### config.mk
export PLATFORM = sky130hd
export DESIGN_NAME = filter_mode_ctrl
export DESIGN_NICKNAME = d
export VERILOG_FILES = /design/src/rtl/filter_pkg.sv /design/src/rtl/key_edge_detect.sv /design/src/rtl/filter_mode_ctrl.sv
export SDC_FILE = /design/constraint.sdc
export NUM_CORES = 1
export LEC_CHECK = 0
export CORE_ASPECT_RATIO = 0.6
export CORE_MARGIN = 2
export CORE_UTILIZATION = 45
export DETAILED_ROUTE_END_ITERATION = 16
export GPL_TIMING_DRIVEN = 0
export HOLD_SLACK_MARGIN = 0.06
export PLACE_DENSITY = 0.72
export SYNTH_ARGS = -nofsm -noshare
export SYNTH_HDL_FRONTEND = slang
export SYNTH_SLANG_ARGS = --single-unit
export TNS_END_PERCENT = 1
### constraint.sdc
create_clock -name clk -period 4.7 [get_ports clk]
set_input_delay 0.705 -clock clk [delete_from_list [all_inputs] [get_ports clk]]
set_output_delay 0.705 -clock clk [all_outputs]
set_load 0.005 [all_outputs]
### src/rtl/filter_pkg.sv
// ---------------------------------------------------------------------------
// filter_pkg
// Shared constants for the pixel filter mode controller: keypad command
// codes, filter mode codes and the commit state machine encoding.
// ---------------------------------------------------------------------------
package filter_pkg;

    // Keypad command codes; digits 0..9 select a filter directly.
    localparam logic [4:0] KEY_NEXT   = 5'h0A;
    localparam logic [4:0] KEY_PREV   = 5'h0B;
    localparam logic [4:0] KEY_AUTO   = 5'h0C;
    localparam logic [4:0] KEY_BYPASS = 5'h0D;

    // Filter mode codes as seen by the filter mux and the display.
    localparam logic [4:0] MODE_GRAY    = 5'h00;
    localparam logic [4:0] MODE_SINCITY = 5'h09;
    localparam logic [4:0] MODE_BYPASS  = 5'h0A;

    // IDLE: committed mode is current. PEND: a new mode waits for frame_start.
    typedef enum logic {
        IDLE = 1'b0,
        PEND = 1'b1
    } mode_state_t;

endpackage

### src/rtl/key_edge_detect.sv
// ---------------------------------------------------------------------------
// key_edge_detect
// Turns the keypad key-present level into a single acceptance per press.
// A press is accepted in the cycle where key_valid is high and was low in
// the previous cycle, so a held key is accepted exactly once.
//
// Ports:
//   clk        in   system clock
//   rst        in   asynchronous active-high reset
//   key_valid  in   key-present level
//   key_data   in   key code, valid while key_valid is high
//   key_accept out  high in the cycle a new press is accepted
//   key_code   out  key code belonging to key_accept
// ---------------------------------------------------------------------------
module key_edge_detect (
    input  logic       clk,
    input  logic       rst,
    input  logic       key_valid,
    input  logic [4:0] key_data,
    output logic       key_accept,
    output logic [4:0] key_code
);

    logic key_valid_q;

    // Remember last cycle's key_valid level so a rising edge can be spotted.
    // Clearing it on reset means a key already held during reset is still
    // accepted once reset is released.
    always_ff @(posedge clk or posedge rst) begin
        if (rst) begin
            key_valid_q <= 1'b0;
        end else begin
            key_valid_q <= key_valid;
        end
    end

    assign key_accept = key_valid & ~key_valid_q;
    assign key_code   = key_data;

endmodule

### src/rtl/filter_mode_ctrl.sv
// ---------------------------------------------------------------------------
// filter_mode_ctrl
// Keypad-driven mode controller for the pixel filter selector. Key presses
// choose a target filter mode; the change is held as pending and committed
// only on frame_start so that no frame is rendered with mixed filters.
// Also supports NEXT/PREV stepping, a bypass key and an auto-cycle slideshow
// that advances one filter every AUTO_FRAMES frames.
//
// Ports:
//   clk          in   system clock
//   rst          in   asynchronous active-high reset
//   key_valid    in   keypad key-present level (may be held)
//   key_data     in   key code, valid while key_valid is high
//   frame_start  in   one-cycle pulse at the start of each frame
//   bcd_data     out  committed mode code (filter mux / display)
//   pend_mode    out  mode waiting for commit
//   pending      out  a commit is waiting for frame_start
//   auto_on      out  auto-cycle slideshow enabled
//   mode_changed out  one-cycle pulse with the first cycle of new bcd_data
// ---------------------------------------------------------------------------
module filter_mode_ctrl
    import filter_pkg::*;
#(
    parameter int         NUM_MODES   = 11,
    parameter int         AUTO_FRAMES = 60,
    parameter logic [4:0] RESET_MODE  = 5'h0A
) (
    input  logic       clk,
    input  logic       rst,
    input  logic       key_valid,
    input  logic [4:0] key_data,
    input  logic       frame_start,
    output logic [4:0] bcd_data,
    output logic [4:0] pend_mode,
    output logic       pending,
    output logic       auto_on,
    output logic       mode_changed
);

    localparam int CNT_W = (AUTO_FRAMES > 1) ? $clog2(AUTO_FRAMES) : 1;
    localparam logic [CNT_W-1:0] CNT_LAST = CNT_W'(AUTO_FRAMES - 1);
    localparam logic [4:0] MODE_LAST = 5'(NUM_MODES - 1);

    mode_state_t      state, state_n;
    logic [4:0]       bcd_n, pend_n;
    logic             auto_n, changed_n;
    logic [CNT_W-1:0] frame_cnt, cnt_n;

    logic             key_accept;
    logic [4:0]       key_code;
    logic [4:0]       base, target, auto_next;
    logic             has_target, auto_off, auto_toggle;

    key_edge_detect u_key_edge (
        .clk        (clk),
        .rst        (rst),
        .key_valid  (key_valid),
        .key_data   (key_data),
        .key_accept (key_accept),
        .key_code   (key_code)
    );

    // pending is exactly the PEND state bit, so it is a flop output.
    assign pending = (state == PEND);

    // Decode the accepted key into a target mode. NEXT/PREV step relative to
    // the pending mode when one exists, so repeated presses before a frame
    // boundary accumulate instead of all starting from the committed mode.
    always_comb begin
        base        = pending ? pend_mode : bcd_data;
        target      = base;
        has_target  = 1'b0;
        auto_off    = 1'b0;
        auto_toggle = 1'b0;
        if (key_accept) begin
            case (key_code)
                KEY_NEXT: begin
                    target     = (base >= MODE_LAST) ? MODE_GRAY : base + 5'd1;
                    has_target = 1'b1;
                end
                KEY_PREV: begin
                    target     = (base == MODE_GRAY) ? MODE_LAST : base - 5'd1;
                    has_target = 1'b1;
                end
                KEY_AUTO: begin
                    auto_toggle = 1'b1;
                end
                KEY_BYPASS: begin
                    target     = MODE_BYPASS;
                    has_target = 1'b1;
                    auto_off   = 1'b1;
                end
                default: begin
                    if (key_code <= MODE_SINCITY) begin
                        target     = key_code;
                        has_target = 1'b1;
                        auto_off   = 1'b1;
                    end
                end
            endcase
        end
    end

    // Next-state logic. A key with a target always takes priority over the
    // auto-cycle step; when it coincides with frame_start its target is
    // committed at once. A key whose target equals the committed mode
    // cancels any pending change rather than committing a no-op.
    always_comb begin
        state_n   = state;
        bcd_n     = bcd_data;
        pend_n    = pend_mode;
        auto_n    = auto_on;
        cnt_n     = frame_cnt;
        changed_n = 1'b0;
        auto_next = (bcd_data >= MODE_SINCITY) ? MODE_GRAY : bcd_data + 5'd1;

        if (auto_toggle) begin
            auto_n = ~auto_on;
            cnt_n  = '0;
        end
        if (auto_off) begin
            auto_n = 1'b0;
        end

        if (has_target) begin
            if (frame_start) begin
                cnt_n   = '0;
                pend_n  = target;
                state_n = IDLE;
                if (target != bcd_data) begin
                    bcd_n     = target;
                    changed_n = 1'b1;
                end
            end else if (target != bcd_data) begin
                pend_n  = target;
                state_n = PEND;
            end else begin
                pend_n  = bcd_data;
                state_n = IDLE;
            end
        end else if (frame_start) begin
            if (state == PEND) begin
                bcd_n     = pend_mode;
                changed_n = 1'b1;
                state_n   = IDLE;
            end else if (auto_on && !auto_toggle) begin
                if (frame_cnt == CNT_LAST) begin
                    cnt_n     = '0;
                    bcd_n     = auto_next;
                    pend_n    = auto_next;
                    changed_n = 1'b1;
                end else begin
                    cnt_n = frame_cnt + CNT_W'(1);
                end
            end
        end
    end

    // Register every output and the frame counter; reset returns to the
    // bypass mode with nothing pending and the slideshow off.
    always_ff @(posedge clk or posedge rst) begin
        if (rst) begin
            state        <= IDLE;
            bcd_data     <= RESET_MODE;
            pend_mode    <= RESET_MODE;
            auto_on      <= 1'b0;
            frame_cnt    <= '0;
            mode_changed <= 1'b0;
        end else begin
            state        <= state_n;
            bcd_data     <= bcd_n;
            pend_mode    <= pend_n;
            auto_on      <= auto_n;
            frame_cnt    <= cnt_n;
            mode_changed <= changed_n;
        end
    end

endmodule

==> flow_metrics.py, run 1 <==
metrics = {
    "clocking": {
        "ctsLongestPathBuffers": 2,
        "tritoncts_num_sinks": 20,
        "h_tree_level_count": 1,
        "cts_resized": 0,
        "path_clk_slew_ps": 70,
        "post_cts_buffers": 0,
        "clock_latency_ps": 260,
        "cts_tree": "yes",
        "cts_hold_buffers": 0,
        "ctsRootBufferMaster": "sky130_fd_sc_hd__clkbuf_8",
        "cts-buffers-inserted": 3,
    },
    "power_and_ir_drop": {
        "comb_power_share": 0.564,
        "clkPwrFrac": 0.134,
        "p_leak_nw": 0.8338,
        "power.share.sequential": 0.302,
        "powerDensity_mw_per_mm2": 391.8,
        "total_power_uw": 862.3,
        "vdd.ir_drop.worst_mv": 0.1485,
        "switching_share": 0.4369,
        "power_report.internal_total_uw": 485.6,
        "switching_power_uw": 376.7,
    },
    "logic_synthesis": {
        "synthesis.nets": 248,
        "synth_edf_count": 0,
        "synth_async_sr_flop_share": 1.000,
        "yosys_most_used_dff": "sky130_fd_sc_hd__dfrtp_1",
        "syn_area_mm2": 0.001901,
        "yosys.cell_types.count": 58,
        "syn-mean-instance-area_um2": 8.157,
        "synth_warnings": 0,
        "flip_flop_and_latch_count_after_synthesis": 20,
        "synth_sequential_area_ratio": 0.2660,
        "synthCells": 233,
    },
    "route": {
        "post-route-drc-count": 0,
        "drtPass1Iterations": 4,
        "drt_iter0_markers": 137,
        "drt-vias-per-instance": 6.013,
        "antenna_violating_nets_left": 0,
        "routedWlPerCell_um": 15.90,
        "detail_route.wirelength_mm": 5.009,
        "via_count": 1894,
    },
    "floorplan": {
        "floorplan.die_area_mm2": 0.004776,
        "floorplan.core_area_mm2": 0.004076,
        "rows": 18,
        "initial_utilization": 0.4662,
        "floorplan.io_pins": 22,
        "die_width_um": 87.90,
        "die_height_um": 54.34,
    },
    "setup_path": {
        "reg2reg_depth": 11,
        "critical_path.n_buffers_inverters": 2,
        "critical_path_required_ps": 4820,
        "maximum_single_stage_delay_on_the_critical_path_ps": 850,
        "timing.critical_path.cells": "clkdlybuf4s50_1 -> nand2b_1 -> clkbuf_1 -> a311oi_2 -> o31a_1 -> o311ai_0 -> a211oi_2 -> a311oi_2",
        "worst-setup-path-type": "primary input to flip-flop",
        "crit-reg2reg-launch": "bcd_data[0]",
        "critical_path.slowest_cell": "sky130_fd_sc_hd__a311oi_2",
        "worst_path_dominant_cell_family": "compound AO/OA/AOI/OAI gates",
        "critPathMostFrequentCell": "sky130_fd_sc_hd__a311oi_2",
        "critical_path_peak_fanout": 10,
        "arrival_ps": 3480,
        "critPathLaunchType": "primary input",
        "regToRegSetupSlack_ps": 1490,
        "levels_on_crit_path": 8,
        "critical_path.reg2reg.endpoint": "pending",
        "setup.worst_path.end_class": "flip-flop",
    },
    "sta": {
        "relSlewSlack": 0.3926,
        "final_setup_tns_ps": 0,
        "fin_crit_ps": 3354,
        "fmaxAchievable_mhz": 298.1,
        "timing.final.hold_violations": 0,
        "rsz0062_at_grt": "no",
        "timing_max_transition_violations_final": 0,
        "final-setup-viol-count": 0,
        "worstMarginPinSlew_ps": 911.1,
        "fin_worst_skew_ps": 4.455,
        "fin_crit_sh": 0.7137,
    },
    "cells_and_area": {
        "signed_area_change_from_the_synthesized_netlist_to_the_final_layout_pct": 15.80,
        "final_cell_mix": "34 x sky130_fd_sc_hd__nand2_1, 18 x sky130_fd_sc_hd__clkdlybuf4s50_1, 16 x sky130_fd_sc_hd__dfrtp_1, 13 x sky130_fd_sc_hd__a21oi_1, 11 x sky130_fd_sc_hd__o21ai_0",
        "antenna_cells": 0,
        "design.final.nets": 271,
        "drive_gt1_frac": 0.1333,
        "fill_cells": 389,
        "most_frequent_standard_cell_in_the_layout_excluding_fill_and_tap_cells": "sky130_fd_sc_hd__nand2_1",
    },
    "grt": {
        "grt_pass1_wl_mm": 8.369,
        "globalRoute.totalOverflow": 0,
        "number_of_antenna_violations_at_the_first_check_in_global_routing": 0,
        "grt_max_degree": 21,
        "gr-usage-all-layers": 0.2295,
        "first_global_vias": 1641,
    },
    "worst_hold_path": {
        "hold-path-cell-count": 1,
        "hp-start": "frame_cnt[3]",
        "min_to": "frame_cnt[3]",
        "hold_path.class": "flip-flop to flip-flop",
    },
    "place": {
        "hpwl_mm": 3.776,
        "final_replace_weighted_congestion": 0.9826,
        "port-buffer-count": 18,
    },
    "outcome": {
        "status": "completed",
    },
    "job": {
        "maxCapViolations": 0,
    },
}
cells in the mapped netlist (2+ instances only):
cell type,n,share of area
sky130_fd_sc_hd__a211oi_1,6,0.024
sky130_fd_sc_hd__a21oi_1,13,0.034
sky130_fd_sc_hd__a311oi_1,3,0.014
sky130_fd_sc_hd__a311oi_2,2,0.016
sky130_fd_sc_hd__a31oi_1,4,0.013
sky130_fd_sc_hd__and2_1,2,0.0066
sky130_fd_sc_hd__and3_1,2,0.0066
sky130_fd_sc_hd__buf_2,5,0.013
sky130_fd_sc_hd__buf_6,7,0.041
sky130_fd_sc_hd__clkbuf_1,7,0.014
sky130_fd_sc_hd__dfrtp_1,16,0.21
sky130_fd_sc_hd__dfstp_2,4,0.055
sky130_fd_sc_hd__ha_1,6,0.039
sky130_fd_sc_hd__inv_1,10,0.020
sky130_fd_sc_hd__mux2i_1,7,0.037
sky130_fd_sc_hd__nand2_1,34,0.067
sky130_fd_sc_hd__nand2b_1,3,0.0099
sky130_fd_sc_hd__nand3_1,7,0.018
sky130_fd_sc_hd__nand3b_1,2,0.0079
sky130_fd_sc_hd__nand4_1,4,0.013
sky130_fd_sc_hd__nand4bb_1,2,0.012
sky130_fd_sc_hd__nor2_1,10,0.020
sky130_fd_sc_hd__nor3_1,8,0.021
sky130_fd_sc_hd__nor4_1,2,0.0066
sky130_fd_sc_hd__o211ai_1,3,0.012
sky130_fd_sc_hd__o21ai_0,11,0.029
sky130_fd_sc_hd__o21ai_1,7,0.018
sky130_fd_sc_hd__o21ai_2,3,0.014
sky130_fd_sc_hd__o311a_1,2,0.011
sky130_fd_sc_hd__o31ai_1,6,0.024
sky130_fd_sc_hd__or3_1,3,0.0099
sky130_fd_sc_hd__or4_1,2,0.0079
sky130_fd_sc_hd__xnor2_1,5,0.023
worst max-delay path by stage:
| stage | startpoint | slack (ps) | to |
|---|---|---|---|
| floorplan | pending | 1980 | pending |
| finish | key_valid | 1350 | pending |
| global placement | key_valid | 1200 | pending |
| CTS | key_valid | 1410 | pending |
| global route | bcd_data[0] | 1180 | mode_changed |
| detailed placement | key_valid | 1140 | mode_changed |
worst register-to-register path: stages, from the launching register on:
cell,delay [ps]
sky130_fd_sc_hd__dfrtp_1,410
sky130_fd_sc_hd__clkbuf_1,370
sky130_fd_sc_hd__mux2i_1,270
sky130_fd_sc_hd__ha_1,300
sky130_fd_sc_hd__o311ai_2,200
sky130_fd_sc_hd__o21ai_1,130
sky130_fd_sc_hd__or3_1,370
sky130_fd_sc_hd__buf_6,150
sky130_fd_sc_hd__nor4_1,250
sky130_fd_sc_hd__a211oi_1,100
sky130_fd_sc_hd__a211oi_2,360
sky130_fd_sc_hd__a311oi_2,160
per-stage QoR:
stage | hold WS (ps) | area [um^2] | instances | util | worst slack (ps)
2_1_floorplan | 478.9 | 1901 | 233 | - | 1981
3_3_place_gp | 508.8 | 2156 | 311 | 0.5289 | 1200
3_5_place_dp | 510.3 | 2156 | 311 | 0.5289 | 1143
4_1_cts | 520.8 | 2201 | 315 | 0.5399 | 1414
5_1_grt | 553.2 | 2201 | 315 | 0.5399 | 1182
6_report | 516.4 | 2201 | 315 | 0.5399 | 1346
routing by layer:
layer,GRT usage,vias up,routed length (um)
li1,-,919,-
met1,0.3698,882,2704
met2,0.3018,89,1886
met3,0.05581,4,389
met4,0.03846,0,29
met5,0,-,0
power groups by stage:
stage	Clock, mW	Combinational [mW]	Sequential (mW)
detailed placement	0	0.477	0.263
floorplan	0	0.344	0.254
global route	0.126	0.551	0.268
CTS	0.120	0.480	0.260
global placement	0	0.473	0.263
finish	0.116	0.486	0.260
logic make-up after synthesis:
| logic type | count (synthesis) | share of synthesized area |
|---|---|---|
| buf+inv | 29 | 0.08822 |
| mux | 9 | 0.05003 |
| xor+xnor | 6 | 0.02765 |
| simple gates | 88 | 0.2436 |
| compound gates | 75 | 0.2851 |
| fa+ha+maj | 6 | 0.03950 |
| flops | 20 | 0.2660 |
area by class of cell:
cell class                 count  area [um^2]  share of cell area
multi-input combinational    184         1227              0.5577
sequential                    20        505.5              0.2297
timing repair buffer          18        180.2             0.08186
buffer                        19        130.1             0.05912
tap                           60        75.07             0.03411
clock buffer                   4        45.04             0.02047
inverter                      10        37.54             0.01706
registers in the layout, indices dropped and copies added, names as in the netlist:
name and count:
auto_on 1, frame_cnt 6, pending 1, pend_mode 5, bcd_data 5, mode_changed 1, u_key_edge.key_valid_q 1
Note: power is estimated with default switching activity, not from simulation.
==> inputs of run 2 (changes only) <==
PLACE_DENSITY = 0.75   (was 0.72)
clock period = 3 ns   (was 4.7 ns; I/O delays follow)
==> flow_metrics.py, run 2 (same netlist as run 1, synthesis figures left out) <==
metrics = {
    "route": {
        "drt_iter0_markers": 181,
        "via_count": 1886,
        "post-route-drc-count": 0,
        "routedWlPerCell_um": 15.60,
        "drt-vias-per-instance": 5.875,
        "drtPass1Iterations": 4,
        "detail_route.wirelength_mm": 5.007,
        "antenna_violating_nets_left": 0,
    },
    "setup_path": {
        "critPathMostFrequentCell": "sky130_fd_sc_hd__buf_4",
        "timing.critical_path.cells": "mux2i_4 -> buf_4 -> ha_1 -> and4bb_2 -> o21ai_1 -> nand3_1 -> o211a_1 -> o221ai_2 -> a211oi_2 -> buf_4 -> a311oi_2",
        "critical_path.n_buffers_inverters": 2,
        "arrival_ps": 3030,
        "critical_path_peak_fanout": 10,
        "critical_path_required_ps": 3170,
        "critical_path.slowest_cell": "sky130_fd_sc_hd__dfstp_2",
        "worst-setup-path-type": "flip-flop to flip-flop",
        "maximum_single_stage_delay_on_the_critical_path_ps": 650,
        "setup.worst_path.end_class": "flip-flop",
        "critPathLaunchType": "flip-flop",
        "worst_path_dominant_cell_family": "compound AO/OA/AOI/OAI gates",
    },
    "clocking": {
        "cts-buffers-inserted": 3,
        "clock_latency_ps": 260,
        "cts_tree": "yes",
        "ctsRootBufferMaster": "sky130_fd_sc_hd__clkbuf_8",
        "tritoncts_num_sinks": 20,
        "h_tree_level_count": 1,
        "ctsLongestPathBuffers": 2,
        "cts_hold_buffers": 0,
        "path_clk_slew_ps": 70,
    },
    "cells_and_area": {
        "largest_register_by_flop_count": "frame_cnt",
        "antenna_cells": 0,
        "drive_gt1_frac": 0.1877,
        "fin_cells": 321,
        "top_regs": "frame_cnt (6), bcd_data (5), pend_mode (5)",
        "most_frequent_standard_cell_in_the_layout_excluding_fill_and_tap_cells": "sky130_fd_sc_hd__nand2_1",
        "signed_area_change_from_the_synthesized_netlist_to_the_final_layout_pct": 21.92,
        "final_design_area_no_fill_mm2": 0.002317,
        "final_cell_mix": "34 x sky130_fd_sc_hd__nand2_1, 18 x sky130_fd_sc_hd__clkdlybuf4s50_1, 15 x sky130_fd_sc_hd__dfrtp_1, 13 x sky130_fd_sc_hd__a21oi_1, 11 x sky130_fd_sc_hd__o21ai_0",
        "largest_register_ff_count": 6,
        "design.final.nets": 277,
    },
    "place": {
        "hpwl_mm": 3.775,
        "final_replace_weighted_congestion": 0.9192,
        "post-place-cells": 311,
        "detailed_place.area_mm2": 0.002156,
        "port-buffer-count": 18,
    },
    "grt": {
        "first_global_vias": 1578,
        "grt_pass1_wl_mm": 8.038,
        "gr-usage-all-layers": 0.2222,
        "grt_max_degree": 21,
        "globalRoute.totalOverflow": 0,
        "number_of_antenna_violations_at_the_first_check_in_global_routing": 0,
    },
    "floorplan": {
        "initial_utilization": 0.4662,
        "rows": 18,
        "die_height_um": 54.34,
        "floorplan.core_area_mm2": 0.004076,
        "floorplan.io_pins": 22,
        "floorplan.die_area_mm2": 0.004776,
        "die_width_um": 87.90,
    },
    "sta": {
        "timing_max_transition_violations_final": 0,
        "fmaxAchievable_mhz": 349.4,
        "relSlewSlack": 0.5057,
        "fin_worst_skew_ps": 2.885,
        "final-setup-viol-count": 0,
        "timing.final.hold_violations": 0,
        "worstMarginPinSlew_ps": 740.6,
        "fin_crit_ps": 2862,
        "fin_crit_sh": 0.9540,
        "rsz0062_at_grt": "no",
        "holdWs_ps": 521.2,
        "final_setup_tns_ps": 0,
    },
    "power_and_ir_drop": {
        "p_leak_nw": 0.8824,
        "powerDensity_mw_per_mm2": 613.5,
        "vdd.ir_drop.worst_mv": 0.3184,
        "total_power_mw": 1.422,
    },
    "worst_hold_path": {
        "hold_path.class": "flip-flop to flip-flop",
    },
    "outcome": {
        "status": "completed",
    },
    "job": {
        "maxCapViolations": 0,
    },
}
-- run 2: cell count changes in the layout (fill, tap and decap cells not counted), sizes merged --
cell and change:
buf +8, clkbuf -2
-- run 2: cell type report --
cell class	count	area, um^2
fill	384	1759
multi-input combinational	184	1274
sequential	20	506.7
timing repair buffer	26	240.2
buffer	17	128.9
tap	60	75.07
clock buffer	4	55.05
inverter	10	37.54
-- run 2: layer usage --
layer,wire length [um],vias to the layer above,share of wire,GRT usage
li1,-,933,-,-
met1,2559,879,0.51,0.3459
met2,2017,69,0.40,0.3081
met3,402,5,0.080,0.05882
met4,28,0,0.0056,0.03077
met5,0,-,0,0
-- run 2: worst paths after layout --
check	from	endpoint	slack, ps	depth (start not counted)
setup / recovery	bcd_data[1]	pending	140	11
setup reg to reg	bcd_data[1]	pending	140	11
hold reg to reg	frame_cnt[3]	frame_cnt[3]	520	1
hold / removal	frame_cnt[3]	frame_cnt[3]	520	1
min in group asynchronous	rst	bcd_data[2]	610	2
max in group asynchronous	rst	bcd_data[0]	1880	2
-- run 2: what timing repair did --
action                                  in CTS  in global routing
endpoints found under the setup margin       2                  2
pin swaps                                    1                  3
resized for setup                            3                  8
buffers inserted                             1                  8
-- run 2: metrics by stage --
step                        util  setup WS, ps
after floorplan                -         281.4
after global placement    0.5289        -226.2
after detailed placement  0.5289        -193.7
after CTS                 0.5470         3.452
after global routing      0.5684         22.41
final                     0.5684         138.1
-- run 2: power by group --
part           internal [mW]  switching [mW]  total [mW]
sequential             0.338           0.106       0.444
clock                  0.117          0.0897       0.207
combinational          0.360           0.411       0.771
